`config.mk`:
```
export PLATFORM = sky130hd
export DESIGN_NAME = unified_mem_arbiter
export DESIGN_NICKNAME = d
export VERILOG_FILES = /design/src/rtl/unified_mem_arbiter.sv
export SDC_FILE = /design/constraint.sdc
export NUM_CORES = 1
export LEC_CHECK = 0
export CAP_MARGIN = 20
export CORE_ASPECT_RATIO = 0.8
export CORE_MARGIN = 1.5
export CORE_UTILIZATION = 45
export DETAILED_ROUTE_END_ITERATION = 8
export PLACE_DENSITY_LB_ADDON = 0.3
export SKIP_LAST_GASP = 1
export SYNTH_ARGS = -nofsm -noshare
export SYNTH_HDL_FRONTEND = slang
export SYNTH_SLANG_ARGS = --single-unit
```
`constraint.sdc`:
```
create_clock -name clk -period 3.1 [get_ports clk]
set_input_delay 0.465 -clock clk [delete_from_list [all_inputs] [get_ports clk]]
set_output_delay 0.465 -clock clk [all_outputs]
set_load 0.01 [all_outputs]
```
`src/rtl/unified_mem_arbiter.sv`:
```
// Shares one single-ported memory between fetch and data ports; data wins, bounded by a streak limit.
// Latency: request in IDLE -> mem_req next cycle; mem_ack -> port ack next cycle (min 3 cycles req->ack).
// Backpressure: requesters hold req until their ack; the memory stalls us in BUSY until mem_ack or timeout.
module unified_mem_arbiter #(
    parameter int ADDR_W       = 32,
    parameter int DATA_W       = 32,
    parameter int MAX_D_STREAK = 2,
    parameter int MEM_TIMEOUT  = 16
) (
    input  logic                clk,
    input  logic                rst,
    input  logic                if_req,
    input  logic [ADDR_W-1:0]   if_addr,
    output logic [DATA_W-1:0]   if_rdata,
    output logic                if_ack,
    input  logic                d_req,
    input  logic                d_we,
    input  logic [ADDR_W-1:0]   d_addr,
    input  logic [DATA_W-1:0]   d_wdata,
    input  logic [DATA_W/8-1:0] d_be,
    output logic [DATA_W-1:0]   d_rdata,
    output logic                d_ack,
    output logic                bus_err,
    output logic                mem_req,
    output logic                mem_we,
    output logic [ADDR_W-1:0]   mem_addr,
    output logic [DATA_W-1:0]   mem_wdata,
    output logic [DATA_W/8-1:0] mem_be,
    input  logic                mem_ack,
    input  logic [DATA_W-1:0]   mem_rdata
);
    localparam int SW = (MAX_D_STREAK < 2) ? 1 : $clog2(MAX_D_STREAK + 1);
    localparam int TW = (MEM_TIMEOUT < 2) ? 1 : $clog2(MEM_TIMEOUT + 1);
    localparam logic [SW-1:0] STREAK_MAX = SW'(MAX_D_STREAK);
    localparam logic [TW-1:0] TIMEOUT    = TW'(MEM_TIMEOUT);

    typedef enum logic [1:0] {IDLE, BUSY_IF, BUSY_D, DONE} state_t;

    state_t          state;
    state_t          next_state;
    logic [SW-1:0]   streak;
    logic [TW-1:0]   timer;
    logic            grant_d;
    logic            grant_if;
    logic            finish;
    logic            timed_out;

    always_ff @(posedge clk or negedge rst) begin
        if (!rst) state <= IDLE;
        else      state <= next_state;
    end

    always_comb begin
        next_state = state;
        grant_d    = 1'b0;
        grant_if   = 1'b0;
        finish     = 1'b0;
        timed_out  = 1'b0;
        unique case (state)
            IDLE: begin
                // streak only limits data while a fetch is actually waiting
                if (d_req && (!if_req || streak < STREAK_MAX)) begin
                    grant_d    = 1'b1;
                    next_state = BUSY_D;
                end else if (if_req) begin
                    grant_if   = 1'b1;
                    next_state = BUSY_IF;
                end
            end
            BUSY_IF, BUSY_D: begin
                if (mem_ack) begin
                    finish     = 1'b1;
                    next_state = DONE;
                end else if (MEM_TIMEOUT != 0 && timer == TIMEOUT) begin
                    finish     = 1'b1;
                    timed_out  = 1'b1;
                    next_state = DONE;
                end
            end
            DONE:    next_state = IDLE;
            default: next_state = IDLE;
        endcase
    end

    always_ff @(posedge clk or negedge rst) begin
        if (!rst) begin
            streak    <= '0;
            timer     <= '0;
            mem_req   <= 1'b0;
            mem_we    <= 1'b0;
            mem_addr  <= '0;
            mem_wdata <= '0;
            mem_be    <= '0;
            if_rdata  <= '0;
            d_rdata   <= '0;
            if_ack    <= 1'b0;
            d_ack     <= 1'b0;
            bus_err   <= 1'b0;
        end else begin
            if_ack  <= 1'b0;
            d_ack   <= 1'b0;
            bus_err <= 1'b0;
            if (grant_d) begin
                mem_req   <= 1'b1;
                mem_we    <= d_we;
                mem_addr  <= d_addr;
                mem_wdata <= d_wdata;
                mem_be    <= d_we ? d_be : '1;
                streak    <= if_req ? streak + 1'b1 : '0;
                timer     <= TW'(1);
            end else if (grant_if) begin
                mem_req  <= 1'b1;
                mem_we   <= 1'b0;
                mem_addr <= if_addr;
                mem_be   <= '1;
                streak   <= '0;
                timer    <= TW'(1);
            end
            if (finish) begin
                mem_req <= 1'b0;
                timer   <= '0;
                bus_err <= timed_out;
                if (state == BUSY_IF) begin
                    if_ack   <= 1'b1;
                    if_rdata <= timed_out ? '0 : mem_rdata;
                end else begin
                    d_ack <= 1'b1;
                    if (timed_out)    d_rdata <= '0;
                    else if (!mem_we) d_rdata <= mem_rdata;
                end
            end else if ((state == BUSY_IF || state == BUSY_D) && MEM_TIMEOUT != 0) begin
                timer <= timer + 1'b1;
            end
        end
    end
endmodule

```
==> After elaboration in Yosys (flattened, before gate mapping) <==
Cells that the tools add are included.
{ "word_totals": {"ff_bits": 146, "inputBits": 138, "output_inout_bits": 137, "wordCells": 76} }
{ "op_classes": {"add_sub_neg": 2, "order_cmp": 1, "n_eq_ne": 7, "n_mux": 40, "bitwise": 1, "reduce_logical": 12} }
{ "op_table": {"columns": ["cell", "n"], "rows": [
  ["two-way mux 32 bit", 5],
  ["two-way mux 1 bit", 20],
  ["two-way mux 5 bit", 4],
  ["two-way mux 2 bit", 7],
  ["two-way mux 4 bit", 3],
  ["!= test 3 bit, second input constant", 2],
  ["one-hot mux 2 bit (3 select lines)", 1],
  ["adder 5 x 1 -> 5 bit, second input constant", 1],
  ["== test 5 bit, second input constant", 1],
  ["== test 2 bit, second input constant", 2],
  ["AND reduction 2 bit", 2],
  ["nonzero test 4 bit", 1],
  ["AND reduction 3 bit", 1],
  ["nonzero test 3 bit", 1],
  ["adder 2 x 1 -> 2 bit, second input constant", 1],
  ["== test 2 x 1 -> 1 bit, second input constant", 1],
  ["logical NOT 2 bit", 1],
  ["logical OR 1 bit", 2],
  ["< comparator 2 bit, second input constant", 1],
  ["!= test 2 x 1 -> 1 bit, second input constant", 1],
  ["nonzero test 2 bit", 1],
  ["OR reduction 2 bit", 1],
  ["logical AND 1 bit", 1],
  ["logical NOT 1 bit", 1],
  ["NOT 1 bit", 1]
]} }

==> Logic depth before layout (Yosys ltp) <==
Gate-level depths: netlist of the first run.
{ "depth": {"word_depth": 9, "ltp_mapped": 8} }

==> Least setup slack after synthesis of the first run <==
No wires, ideal clock.
{ "synth_timing": {"path_type": "flip-flop to flip-flop", "from": "register state[0]", "to": "register if_rdata[10]", "setup_time_ps": 66, "arrival_ps": 1555, "required_time_ps": 3034, "slack_ps": 1478, "stages_incl_launch_ff": 8, "path_buffers": 3, "period_less_slack_ps": 1622, "path_cell_list": "dfrtp_1 > inv_1 > ha_1 > buf_4 > and3_1 > clkbuf_1 > clkbuf_1 > a22o_1"} }
{ "synth_via": {"elab_chain_len": 4, "elab_cells_between_ends": 7} }
{ "synth_lines": {"columns": ["item", "line_no", "text"], "rows": [
  ["start: declaration", "39", "state_t state;"],
  ["start signal: assignment", "50", "else state <= next_state;"],
  ["== test 2 x 1 -> 1 bit / == test 2 bit (equally long branches)", "59, 123", null],
  ["OR reduction 2 bit", "59", "unique case (state)"],
  ["two-way mux 1 bit", "59", null],
  ["two-way mux 32 bit / AND reduction 2 bit (equally long branches)", null, null],
  ["end signal: assignment", "125", "if_rdata <= timed_out ? '0 : mem_rdata;"],
  ["end: declaration", "14", "output logic [DATA_W-1:0] if_rdata,"]
]} }
Several ways; a longest one is shown, not always the timed one.
A chain may end at the register's enable or synchronous reset.

==> Final worst setup path of the first run <==
{ "layout_timing": {"from": "register state[0]", "to": "register d_rdata[25]"} }
{ "layout_via": {"elab_chain_len": 5, "elab_cells_between_ends": 9} }
{ "layout_lines": {"columns": ["item", "line_no", "text"], "rows": [
  ["== test 2 x 1 -> 1 bit / == test 2 bit (equally long branches)", "59, 123", null],
  ["OR reduction 2 bit", "59", null],
  ["two-way mux 1 bit", "59", null],
  ["!= test 2 x 1 -> 1 bit (no line)", null, null],
  ["AND reduction 3 bit (no line)", null, null],
  ["end signal: assignment", "129", "else if (!mem_we) d_rdata <= mem_rdata;"],
  ["end: declaration", "21", "output logic [DATA_W-1:0] d_rdata,"]
]} }
Several ways; a longest one is shown, not always the timed one.

==> results of run 1 <==
==> per-layer routing <==
metal  wire length (um)  track usage, %  vias up  share of wire (%)
li1                   -               -     2200                  -
met1               6930            30.2     2370                 40
met2               8910            42.6      169                 52
met3                891            7.04       28                5.2
met4                463            9.81        0                2.7
met5                  0               0        -                  0
==> Yosys cell counts, types with 2 or more instances <==
cell       count
mux2_4        29
nand3_1        4
nor3_1         2
o21ai_1        6
nand4bb_1      2
o21ai_0       28
buf_2         10
nand2b_1      24
nand2_1       68
a22o_1        35
a21oi_1        2
o22a_1         4
or2b_1        11
buf_12         3
clkbuf_2       3
o221a_2       31
clkbuf_1      11
o21a_1         2
ha_1           5
mux2i_1        2
nor2_1         6
inv_1          5
mux2_2         4
buf_4          4
dfrtp_1      146
==> state kept, by name, indices dropped and copies added, names as in the netlist <==
register and count:
if_rdata 32, timer 5, d_ack 1, state 2, if_ack 1, mem_req 1
mem_we 1, mem_be 4, mem_addr 32, bus_err 1, d_rdata 32, streak 2
mem_wdata 32
==> where the power goes <==
part           internal, mW  switching, mW
registers              2.80          0.501
clock network          1.25          0.752
logic                  2.72           1.90
total                  6.78           3.15
==> placed cells by master, fill, tap and decap left out, types with 2 or more instances in the layout <==
cell,n
clkdlybuf4s50_1,273
dfrtp_1,146
nand2_1,68
a22o_1,35
o221a_2,31
mux2_4,29
o21ai_0,28
nand2b_1,24
clkbuf_16,17
buf_4,12
or2b_1,11
nor2_1,6
o21ai_1,6
inv_1,5
ha_1,5
clkinv_2,5
nand3_1,4
mux2_2,4
o22a_1,4
clkbuf_1,3
bufinv_16,3
nand4bb_1,2
o21a_1,2
a21oi_1,2
mux2i_1,2
clkinvlp_4,2
==> worst max path at each step <==
stage / startpoint / end / slack [ps]
after detailed placement: d_req / mem_wdata[1]$_DFFE_PN0P_ / 690
final: state[0]$_DFFE_PN0P_ / d_rdata[25]$_DFFE_PN0P_ / 1090
after CTS: state[0]$_DFFE_PN0P_ / d_rdata[25]$_DFFE_PN0P_ / 1090
after global placement: d_req / mem_wdata[0]$_DFFE_PN0P_ / 720
after floorplan: state[0]$_DFFE_PN0P_ / if_rdata[10]$_DFFE_PN0P_ / 1480
after global routing: state[0]$_DFFE_PN0P_ / d_rdata[9]$_DFFE_PN0P_ / 950
==> layout make-up <==
class | count | share of cell area, %
tap | 175 | 2.31
clock inverter | 11 | 1.47
multi-input combinational | 281 | 23.0
clock buffer | 20 | 4.61
sequential | 146 | 38.5
inverter | 5 | 0.198
timing repair buffer | 286 | 29.9
==> cell families (layout without fill, tap and decap cells) <==
| group | Yosys count | after routing | share of synthesized area [%] |
|---|---|---|---|
| flip-flops | 146 | 146 | 60.5 |
| AND/OR/NAND/NOR | 123 | 123 | 10.2 |
| AO/OA/AOI/OAI | 117 | 117 | 16.1 |
| buffers and inverters | 37 | 322 | 3.75 |
| multiplexers | 35 | 35 | 8.29 |
| adder cells (fa/ha/maj) | 5 | 5 | 1.04 |
| XOR/XNOR | 1 | 1 | 0.145 |
==> run_results.csv, run 1 <==
group,metric,value,unit
layout,nFillCells,875,
worst_setup_path,end_kind,"flip-flop",
run,drv_cap,0,
worst_setup_path,rrSetupSlack,1090,ps
cts,clock_path_buffers,2,
worst_setup_path,critPathKind,"reg2reg",
cts,clock_latency,400,ps
sta,finalWorstSetupSlack,1090,ps
detailed_routing,wirelength,17200,um
sta,fin_setup_tns,0,ps
cts,numCtsBuffers,17,
sta,finalSetupViolCount,0,
global_route,grt_pass1_wl,27300,um
die,die_area,14100,um2
worst_setup_path,critPathMaxFanout,32,
synth,synth_seq_cells,146,
power,ir_drop,0.502,mV
detailed_routing,avgViaCountPerCell,5.16,
die,ioPinCount,275,
die,row_count,37,
placed_design,hpwl,12100,um
detailed_routing,vias,4767,
synth,yosysUniqueCellTypes,42,
cts,cts_hold_buf,0,
die,die_y,107,um
placed_design,place.gp.congestion,0.878,
placed_design,place_ws,686,ps
layout,final_cells,924,
global_route,antenna_found_initial,0,
power,power.leakage,4.05,nW
cts,cts_resized,0,
sta,holdWs,48.5,ps
worst_setup_path,cp.arrival,2270,ps
worst_setup_path,r2r-start,"state[0]$_DFFE_PN0P_",
placed_design,dpl.cell_count,893,
cts,cts_root_buf,"clkbuf_16",
layout,final_core_util,73.1,%
cts,clock_sinks,146,
worst_setup_path,reg2reg_to,"d_rdata[25]$_DFFE_PN0P_",
status,status,"finished clean",
detailed_routing,drt_iter0_drc,318,
die,core_region_area,13000,um2
worst_setup_path,path_depth,6,
sta,rsz0062_at_grt,"false",
detailed_routing,first_pass_iters,5,
worst_setup_path,crit_slowest_cell,"ha_1",
cts,clkTransAtPathRegs,60,ps
cts,cts_setup_buffers,0,
layout,seqCellArea,3650,um2
global_route,grt_max_degree,67,
layout,drive_gt1_share,15.0,%
global_route,overflow,0,
synth,seq_area_frac_synth,60.5,%
synth,yosys_warnings,0,
global_route,grt_use_total,25.0,%
sta,relSlewSlack,59.2,%
die,dieWidth,132,um
sta,period_share,64.8,%
synth,synth_top_cell_area_share,60.5,%
synth,synth_area_per_cell,13.0,um2
sta,fin_crit,2010,ps
worst_setup_path,required,3360,ps
synth,synthTopCellsByArea,"dfrtp_1, mux2_4, o221a_2, a22o_1, nand2_1",
layout,diodes,0,
synth,async_flop_share,100,%
worst_setup_path,critPathTopFamily,"adder cells",
detailed_routing,ant_nets,0,
power,powerDensity,1050,nW/um2
synth,netlist_area,6040,um2
sta,hold_viol,0,
worst_setup_path,worstSetupStartpointType,"flip-flop",
min_path,min_path_type,"in2async",
layout,final_area,9480,um2
sta,fmax,498,MHz
global_route,grt_pass1_vias,5120,
sta,finalMaxSlewViolations,0,
synth,synth_edf_count,0,
placed_design,port_buffers,274,
synth,postSynthCellCount,464,
worst_setup_path,path_cells,"inv_1, ha_1, nand2b_1, nor3_2, buf_4, o21ai_0",
layout,syn_to_final_growth,57.0,%
cts,cts_tree,"built",
synth,synthFlopType,"dfrtp_1",
die,start_util,46.6,%
sta,skew,5.34,ps
worst_setup_path,cp_num_buf_inv,2,
layout,multi_input_area,2180,um2
detailed_routing,drcViolationCount,0,
sta,worst_pin_slew,612,ps
layout,nets,880,
worst_setup_path,max_stage_delay,510,ps
worst_setup_path,rr_worst_depth,6,
power,p_total,9.93,mW
synth,synth_top_cell_by_area,"dfrtp_1",
detailed_routing,wl_per_cell,18.6,um
synth,synth_fp_nets,607,
placed_design,dpl_cell_area,8900,um2
cts,h-tree-depth,4,
(Power assumes the default switching activity.)
==> run 2: changes to the inputs <==
--- a/config.mk
+++ b/config.mk
@@ -8,7 +8,7 @@
 export CAP_MARGIN = 20
 export CORE_ASPECT_RATIO = 0.8
 export CORE_MARGIN = 1.5
-export CORE_UTILIZATION = 45
+export CORE_UTILIZATION = 42
 export DETAILED_ROUTE_END_ITERATION = 8
 export PLACE_DENSITY_LB_ADDON = 0.3
 export SKIP_LAST_GASP = 1
==> constraint.sdc (replaced) <==
create_clock -name clk -period 1.85 [get_ports clk]
set_input_delay 0.2775 -clock clk [delete_from_list [all_inputs] [get_ports clk]]
set_output_delay 0.2775 -clock clk [all_outputs]
set_load 0.01 [all_outputs]
==> run 2 against run 1 <==
Utilization shrank 1.6 points. Combinational power is 73% higher. Clock power is 100% higher. Global-route usage shrank 1.6 points. Largest cell class unchanged. Register-to-register slack worse by 980 ps.
==> run_results.csv, run 2 (synthesized netlist as in run 1, its figures left out) <==
group,metric,value,unit
die,core_region_area,13800,um2
worst_setup_path,critPathKind,"reg2out",
power,ir_drop,1.03,mV
power,power.leakage,4.22,nW
detailed_routing,wl_per_cell,18.3,um
layout,final_core_util,71.5,%
sta,period_share,94.9,%
placed_design,place_ws,35.2,ps
worst_setup_path,required,1570,ps
run,drv_cap,0,
global_route,overflow,0,
detailed_routing,wirelength,17300,um
sta,fin_crit,1760,ps
cts,clock_path_buffers,2,
die,ioPinCount,275,
detailed_routing,drcViolationCount,0,
detailed_routing,ant_nets,0,
worst_setup_path,startpoint,"mem_we$_DFFE_PN0P_",
layout,nets,895,
layout,mostFrequentLayoutCells,"clkdlybuf4s50_1, dfrtp_1, nand2_1, a22o_1, o221a_2",
layout,diodes,0,
layout,nFillCells,914,
worst_setup_path,rr_worst_depth,5,
layout,final_area,9860,um2
sta,finalWorstSetupSlack,93.8,ps
min_path,min_path_type,"in2async",
cts,cts_tree,"built",
worst_setup_path,worstSetupStartpointType,"flip-flop",
layout,drive_gt1_share,16.9,%
die,start_util,43.8,%
sta,rsz0062_at_grt,"false",
sta,fmax,569,MHz
cts,clock_sinks,146,
power,powerDensity,1790,nW/um2
worst_setup_path,rrSetupSlack,110,ps
global_route,grt_pass1_wl,26600,um
die,die_area,15100,um2
detailed_routing,first_pass_iters,4,
detailed_routing,avgViaCountPerCell,5.14,
detailed_routing,vias,4858,
sta,fin_setup_tns,0,ps
worst_setup_path,reg2reg_to,"state[0]$_DFFE_PN0P_",
worst_setup_path,crit_slowest_cell,"clkdlybuf4s50_1",
global_route,grt_use_total,23.4,%
worst_setup_path,cp_num_buf_inv,1,
placed_design,dpl.cell_count,912,
sta,relSlewSlack,70.3,%
die,die_y,110,um
cts,cts_setup_buffers,0,
worst_setup_path,end_kind,"output port",
layout,syn_to_final_growth,63.3,%
sta,finalSetupViolCount,0,
worst_setup_path,critPathMaxFanout,4,
worst_setup_path,max_stage_delay,620,ps
worst_setup_path,critPathTopFamily,"buffers and inverters",
global_route,antenna_found_initial,0,
worst_setup_path,crit_end,"mem_we",
placed_design,port_buffers,274,
sta,hold_viol,0,
cts,clkTransAtPathRegs,60,ps
detailed_routing,drt_iter0_drc,242,
global_route,grt_max_degree,45,
die,row_count,38,
layout,final_cells,945,
placed_design,dpl_cell_area,9140,um2
cts,numCtsBuffers,17,
cts,h-tree-depth,4,
placed_design,place.gp.congestion,0.817,
worst_setup_path,r2r-start,"timer[0]$_DFFE_PN0P_",
die,dieWidth,137,um
worst_setup_path,path_cells,"clkdlybuf4s50_1",
sta,skew,9.28,ps
global_route,grt_pass1_vias,5058,
sta,finalMaxSlewViolations,0,
worst_setup_path,path_depth,1,
status,status,"finished clean",
layout,final_common_cell,"clkdlybuf4s50_1",
placed_design,hpwl,12300,um
cts,cts_root_buf,"clkbuf_16",
cts,clock_latency,430,ps
worst_setup_path,cp.arrival,1480,ps
sta,worst_pin_slew,445,ps
## run 2: worst min-delay path by stage
stage / to / startpoint / cells past startpoint
after floorplan: bus_err$_DFF_PN0_ / rst / 0
after global placement: mem_wdata[13]$_DFFE_PN0P_ / rst / 1
after detailed placement: mem_wdata[13]$_DFFE_PN0P_ / rst / 1
after CTS: mem_wdata[22]$_DFFE_PN0P_ / rst / 2
after global routing: mem_wdata[22]$_DFFE_PN0P_ / rst / 2
final: mem_wdata[13]$_DFFE_PN0P_ / rst / 2
## run 2: routing by layer
metal  share of wire (%)  up-vias  GRT usage, %
met1                  40     2408          27.9
met3                 5.9       37          4.66
met2                  51      170          40.0
li1                    -     2243             -
met5                   0        -             0
met4                 2.9        0          12.8
## run 2: cell type report
cell class,instances,area (um2),area share (%)
Clock buffer,20,457,4.63
Clock inverter,12,251,2.55
Inverter,5,18.8,0.190
Multi-Input combinational cell,281,2180,22.1
Sequential cell,146,3650,37.1
Tap cell,180,225,2.28
Timing Repair Buffer,301,3080,31.2
## run 2: repair_timing
item                                    CTS  global route
resized for setup                         0             1
hold buffers                              1             0
endpoints found under the setup margin    0             4
hold endpoints to repair                 39             0
## run 2: through the flow
stage / hold WS [ps] / power (mW)
after floorplan: -18.1 / 9.32
after global placement: 236 / 13.3
after detailed placement: 240 / 13.6
after CTS: 363 / 17.8
after global routing: 393 / 18.6
final: 354 / 17.7
## run 2: report_power, final
part           total, mW  internal (mW)  leakage, nW  switching [mW]
sequential          5.56           4.70         1.76           0.863
combinational       8.00           4.80         2.13            3.20
clock               4.09           2.74        0.337            1.35
